--- src/rtl/wrapper_ahb_vr_pkg.sv ---
// wrapper_ahb_vr_pkg: shared types, AHB encodings and size/strobe helpers
// for the multichannel AHB to valid/ready bridge.
package wrapper_ahb_vr_pkg;

    typedef enum logic [1:0] {IDLE, ACCESS, ERR1, ERR2} state_t;

    localparam logic [1:0] HTRANS_IDLE   = 2'b00;
    localparam logic [1:0] HTRANS_BUSY   = 2'b01;
    localparam logic [1:0] HTRANS_NONSEQ = 2'b10;
    localparam logic [1:0] HTRANS_SEQ    = 2'b11;

    localparam logic [2:0] HSIZE_BYTE = 3'b000;
    localparam logic [2:0] HSIZE_HALF = 3'b001;
    localparam logic [2:0] HSIZE_WORD = 3'b010;

    function automatic logic [3:0] byte_strobe(input logic [2:0] hsize, input logic [1:0] addr);
        return hsize == HSIZE_BYTE ? 4'b0001 << addr :
               hsize == HSIZE_HALF ? (addr[1] ? 4'b1100 : 4'b0011) :
               hsize == HSIZE_WORD ? 4'b1111 : 4'b0000;
    endfunction

    function automatic logic size_legal(input logic [2:0] hsize, input logic [1:0] addr);
        return hsize == HSIZE_BYTE ||
               (hsize == HSIZE_HALF && !addr[0]) ||
               (hsize == HSIZE_WORD && addr == 2'b00);
    endfunction

endpackage

--- src/rtl/wrapper_vr_timeout_counter.sv ---
// wrapper_vr_timeout_counter: counts stalled data-phase cycles and flags the
// last permitted wait cycle; TIMEOUT_CYCLES=0 disables expiry.
module wrapper_vr_timeout_counter #(
    parameter int TIMEOUT_CYCLES = 256
) (
    input  logic hclk,
    input  logic hresetn,
    input  logic clear,
    input  logic count_en,
    output logic expired
);

    localparam int W = TIMEOUT_CYCLES > 0 ? $clog2(TIMEOUT_CYCLES + 1) : 1;

    logic [W-1:0] r_count;

    always_ff @(posedge hclk or negedge hresetn) begin
        if (!hresetn)
            r_count <= '0;
        else if (clear)
            r_count <= '0;
        else if (count_en)
            r_count <= r_count + W'(1);
    end

    assign expired = (TIMEOUT_CYCLES != 0) && count_en && (r_count == W'(TIMEOUT_CYCLES - 1));

endmodule

--- src/rtl/wrapper_ahb_vr_multichannel.sv ---
// wrapper_ahb_vr_multichannel: AHB-Lite slave fanning out to NUM_CHANNELS
// valid/ready register channels, with ERROR on illegal size and wait timeout.
module wrapper_ahb_vr_multichannel
    import wrapper_ahb_vr_pkg::*;
#(
    parameter int ADDRWIDTH      = 12,
    parameter int NUM_CHANNELS   = 4,
    parameter int TIMEOUT_CYCLES = 256,
    localparam int CHW           = $clog2(NUM_CHANNELS),
    localparam int LAW           = ADDRWIDTH - CHW
) (
    input  logic                      hclk,
    input  logic                      hresetn,
    input  logic                      hsels,
    input  logic                      hreadys,
    input  logic                      hwrites,
    input  logic [ADDRWIDTH-1:0]      haddrs,
    input  logic [1:0]                htranss,
    input  logic [2:0]                hsizes,
    input  logic [31:0]               hwdatas,
    output logic                      hreadyouts,
    output logic                      hresps,
    output logic [31:0]               hrdatas,
    output logic [LAW-1:0]            ch_addr,
    output logic [31:0]               ch_wdata,
    output logic [NUM_CHANNELS-1:0]   ch_read_en,
    output logic [NUM_CHANNELS-1:0]   ch_write_en,
    output logic [NUM_CHANNELS*4-1:0] ch_byte_strobe,
    input  logic [NUM_CHANNELS*32-1:0] ch_rdata,
    input  logic [NUM_CHANNELS-1:0]   ch_rready,
    input  logic [NUM_CHANNELS-1:0]   ch_wready
);

    state_t                    r_state;
    logic [CHW-1:0]            r_sel;
    logic                      r_write;
    logic [LAW-1:0]            r_addr;
    logic [NUM_CHANNELS-1:0]   r_rd_en;
    logic [NUM_CHANNELS-1:0]   r_wr_en;
    logic [NUM_CHANNELS*4-1:0] r_strobe;

    logic [CHW-1:0]            w_idx;
    logic [NUM_CHANNELS-1:0]   w_onehot;
    logic [NUM_CHANNELS*4-1:0] w_strobe;
    logic                      w_accept;
    logic                      w_legal;
    logic                      w_ready;
    logic                      w_access;
    logic                      w_take;
    logic                      w_expired;

    assign w_idx    = haddrs[ADDRWIDTH-1:LAW];
    assign w_onehot = NUM_CHANNELS'(1) << w_idx;
    assign w_strobe = (NUM_CHANNELS*4)'(byte_strobe(hsizes, haddrs[1:0])) << {w_idx, 2'b00};
    assign w_accept = hsels & hreadys & (htranss == HTRANS_NONSEQ || htranss == HTRANS_SEQ);
    assign w_legal  = size_legal(hsizes, haddrs[1:0]);
    assign w_ready  = r_write ? ch_wready[r_sel] : ch_rready[r_sel];
    assign w_access = r_state == ACCESS;
    // A new address phase is only honoured once the previous data phase ends.
    assign w_take   = w_accept & (r_state == IDLE || r_state == ERR2 || (w_access && w_ready));

    wrapper_vr_timeout_counter #(.TIMEOUT_CYCLES(TIMEOUT_CYCLES)) u_timeout (
        .hclk     (hclk),
        .hresetn  (hresetn),
        .clear    (w_accept),
        .count_en (w_access & ~w_ready),
        .expired  (w_expired)
    );

    always_ff @(posedge hclk or negedge hresetn) begin
        if (!hresetn) begin
            r_state  <= IDLE;
            r_sel    <= '0;
            r_write  <= 1'b0;
            r_addr   <= '0;
            r_rd_en  <= '0;
            r_wr_en  <= '0;
            r_strobe <= '0;
        end else begin
            r_rd_en  <= '0;
            r_wr_en  <= '0;
            r_strobe <= '0;
            if (w_take && w_legal) begin
                r_state  <= ACCESS;
                r_sel    <= w_idx;
                r_addr   <= haddrs[LAW-1:0];
                r_write  <= hwrites;
                r_rd_en  <= hwrites ? '0 : w_onehot;
                r_wr_en  <= hwrites ? w_onehot : '0;
                r_strobe <= w_strobe;
            end else if (w_take) begin
                r_state <= ERR1;
            end else if (r_state == ERR1) begin
                r_state <= ERR2;
            end else if (w_access && !w_ready && !w_expired) begin
                r_rd_en  <= r_rd_en;
                r_wr_en  <= r_wr_en;
                r_strobe <= r_strobe;
            end else if (w_access && !w_ready) begin
                r_state <= ERR1;
            end else begin
                r_state <= IDLE;
            end
        end
    end

    always_comb begin
        hreadyouts = w_access ? w_ready : r_state != ERR1;
        hrdatas    = (w_access && !r_write) ? ch_rdata[{r_sel, 5'b0} +: 32] : 32'h0;
    end

    assign hresps         = r_state == ERR1 || r_state == ERR2;
    assign ch_addr        = r_addr;
    assign ch_wdata       = hwdatas;
    assign ch_read_en     = r_rd_en;
    assign ch_write_en    = r_wr_en;
    assign ch_byte_strobe = r_strobe;

endmodule

--- config.mk ---
export PLATFORM = sky130hd
export DESIGN_NAME = wrapper_ahb_vr_multichannel
export DESIGN_NICKNAME = d
export VERILOG_FILES = /design/src/rtl/wrapper_ahb_vr_pkg.sv /design/src/rtl/wrapper_vr_timeout_counter.sv /design/src/rtl/wrapper_ahb_vr_multichannel.sv
export SDC_FILE = /design/constraint.sdc
export NUM_CORES = 1
export LEC_CHECK = 0
export ABC_CLOCK_PERIOD_IN_PS = 2810
export BUFFER_PORTS_ARGS = -buffer_cell sky130_fd_sc_hd__buf_2
export CAP_MARGIN = 20
export CELL_PAD_IN_SITES_DETAIL_PLACEMENT = 1
export CELL_PAD_IN_SITES_GLOBAL_PLACEMENT = 1
export CORE_MARGIN = 2
export CORE_UTILIZATION = 28
export DETAILED_ROUTE_END_ITERATION = 10
export PLACE_DENSITY_LB_ADDON = 0.1
export SYNTH_ARGS = -nofsm -noshare
export SYNTH_HDL_FRONTEND = slang
export SYNTH_SLANG_ARGS = --single-unit
--- constraint.sdc ---
create_clock -name hclk -period 2.81 [get_ports hclk]
set_input_delay 0.4215 -clock hclk [delete_from_list [all_inputs] [get_ports hclk]]
set_output_delay 0.4215 -clock hclk [all_outputs]
set_load 0.03 [all_outputs]
==> flow_metrics.env <==
export IMPL_drt_wl_total_microns=13100
export IMPL_rr_worst_depth=6
export IMPL_drt_iter0_drc=118
export IMPL_postCtsHoldBufs=0
export IMPL_rows=40
export IMPL_cts_sinks=48
export IMPL_rrSetupSlack_ps=320
export IMPL_cap_violations=0
export IMPL_top_layer="met4"
export IMPL_worstPathMaxFanout=29
export IMPL_grt_pass1_vias=3438
export IMPL_cts_root_buf="clkbuf_16"
export IMPL_drc=0
export IMPL_max_freq_ghz=0.398
export IMPL_crit_type="flip-flop to output pin"
export IMPL_grt_usage=0.191
export IMPL_worstPathRequired_ps=2390
export IMPL_post_synth_num_cell_types=43
export IMPL_cts_buffers=5
export IMPL_drive_gt1_frac=0.597
export IMPL_async_flop_share=1.00
export IMPL_grt_pass1_wl_microns=19300
export IMPL_wl_met3_microns=1570
export IMPL_drv_slew=0
export IMPL_die_x_microns=116
export IMPL_gp_congestion=0.904
export IMPL_final_setup_tns_ps=0
export IMPL_final_nets=685
export IMPL_grt_max_degree=30
export IMPL_synth_seq_cells=48
export IMPL_num_fill_cells=1418
export IMPL_area_growth_pct=36.1
export IMPL_viasPerCell=4.86
export IMPL_cts_tree="done"
export IMPL_p_per_area_nw_per_um2=775
export IMPL_power_leakage_nw=2.39
export IMPL_h_tree_depth=2
export IMPL_synth_avg_cell_area_sq_um=11.8
export IMPL_grt_ovfl_total=0
export IMPL_start_kind="flip-flop"
export IMPL_synth_top_area_share=0.343
export IMPL_synthesis_nets=492
export IMPL_clock_latency_ps=290
export IMPL_period_needed_ps=2510
export IMPL_setup_violations=0
export IMPL_postCtsSetupBuffers=0
export IMPL_r2r_start="r_sel[1]$_DFFE_PN0P_"
export IMPL_synth_main_ff_cell="dfrtp_1"
export IMPL_clock_skew_ps=6.58
export IMPL_period_share=0.894
export IMPL_peakVddDrop_uv=286
export IMPL_syn_area_sq_um=3500
export IMPL_startpoint="r_sel[0]$_DFFE_PN0P_"
export IMPL_multi_input_area_sq_um=1940
export IMPL_worstReg2RegEnd="ch_byte_strobe[6]$_DFFE_PN0P_"
export IMPL_whs_ps=135
export IMPL_fp_coreArea_sq_um=12100
export IMPL_ant_nets=0
export IMPL_yosysWarnings=0
export IMPL_fp_dieArea_sq_um=13400
export IMPL_start_util=0.289
export IMPL_clkTransAtPathRegs_ps=60
export IMPL_routed_wl_met2_microns=6010
export IMPL_synth_edf_count=0
export IMPL_vias=3210
export IMPL_worstHoldPathType="input pin to async pin"
export IMPL_pin_count=290
export IMPL_cp_data_arrival_time_ps=2090
export IMPL_clockBufferDepth=2
export IMPL_post_drt_wl_per_cell_microns=19.9
export IMPL_worst_pin_slew_ps=871
export IMPL_finalHoldViolations=0
export IMPL_portBuffers=224
export IMPL_worstSetupEndpointType="output pin"
export IMPL_rsz0062_at_grt="false"
export IMPL_die_h_microns=116
export IMPL_hpwl_microns=10800
export IMPL_m1WireLength_microns=5370
export IMPL_ys_seq_area_frac=0.343
export IMPL_synthTopCellsByArea="dfrtp_1 34%, mux4_2 21%, buf_4 7.1%"
export IMPL_synth_cells=297
export IMPL_drt_pass1_iterations=4
export IMPL_cts_resized=0
export IMPL_status="finished, final reports clean"
export IMPL_ff_latch_area_sq_um=1200
export IMPL_yosys_area_top_type="dfrtp_1"
export IMPL_grt_antenna_before_repair=1
export IMPL_slew_headroom=0.415
-- cell usage after synthesis (2+ instances only) --
| library cell | number |
|---|---|
| buf_2 | 4 |
| ha_1 | 5 |
| mux2_1 | 8 |
| a22o_1 | 24 |
| nand3_1 | 5 |
| nor4_2 | 3 |
| mux2_2 | 6 |
| mux2i_1 | 4 |
| a211oi_2 | 2 |
| a21oi_1 | 8 |
| dfrtp_1 | 48 |
| and3_1 | 2 |
| nor2b_1 | 36 |
| nand2b_1 | 4 |
| inv_1 | 10 |
| a211oi_1 | 3 |
| mux4_2 | 32 |
| clkbuf_1 | 9 |
| buf_4 | 33 |
| o21a_1 | 3 |
| nor2_1 | 15 |
| a21o_1 | 2 |
| xnor2_1 | 3 |
| nand2_1 | 9 |
-- metal layers --
layer / GRT usage / up-vias
met3: 0.0910 / 9
met4: 0.0397 / 0
met2: 0.309 / 161
met1: 0.235 / 1585
met5: 0 / -
li1: - / 1455
-- power breakdown --
part	switching, mW	internal (mW)
sequential	0.114	0.814
combinational	1.17	0.957
clock	0.250	0.379
total	1.54	2.15
-- registers in the layout, indices dropped and copies added (netlist names) --
signal and flops:
ch_byte_strobe 16, ch_addr 10, u_timeout.r_count 9, ch_read_en 4, ch_write_en 4, r_sel 2
r_state 2, r_write 1
-- how the worst max path moves through the flow --
stage / to / slack, ps / cells after the start
2_1_floorplan: hreadyouts / 640 / 5
3_3_place_gp: ch_write_en[0]$_DFFE_PN0P_ / 380 / 6
3_5_place_dp: ch_byte_strobe[6]$_DFFE_PN0P_ / 320 / 6
4_1_cts: hrdatas[15] / 240 / 4
5_1_grt: hreadyouts / 100 / 6
6_report: hrdatas[15] / 300 / 4
-- worst max-delay path, stage by stage (launching register included) --
cell	delay (ps)
dfrtp_2	540
buf_12	290
mux4_2	560
nor2b_1	190
buf_2	210
-- final cells by class --
cell class	count	area share
clock buffers	8	0.0329
diodes	1	0.000526
multi-input cells	191	0.408
inverters	10	0.00789
repair buffers	234	0.254
well taps	168	0.0442
flip-flops and latches	48	0.253
-- stage by stage --
stage               setup WS (ps)  cells  instance area [sq um]  power (mW)   util
floorplan                     643    297                   3500        2.59      -
global placement              382    651                   4600        3.08  0.380
detailed placement            323    651                   4600        3.11  0.380
CTS                           245    659                   4760        3.76  0.393
global route                  101    660                   4760        3.92  0.393
finish                        297    660                   4760        3.69  0.393
-- cell families after synthesis --
logic type,count (synthesis),synth area share
DFF,48,0.343
buffers and inverters,58,0.101
AOI/OAI and AO/OA,55,0.136
and+or+nand+nor,78,0.131
muxes,50,0.263
adders and majority gates,5,0.0179
xor gates and xnor gates,3,0.00751
-- cell usage in the layout, fill, tap and decap left out, drive strengths merged, types with 2 or more instances in the layout --
master and instances:
a211oi 5, a21o 2, a21oi 8, a22o 24, a31oi 2, and3 2, buf 234, clkbuf 8
dfrtp 48, ha 5, inv 10, mux2 14, mux2i 4, mux4 32, nand2 9, nand2b 4
nand3 5, nor2 15, nor2b 36, nor3 2, nor4 3, o21a 3, xnor2 3
(Power assumes the default switching activity.)
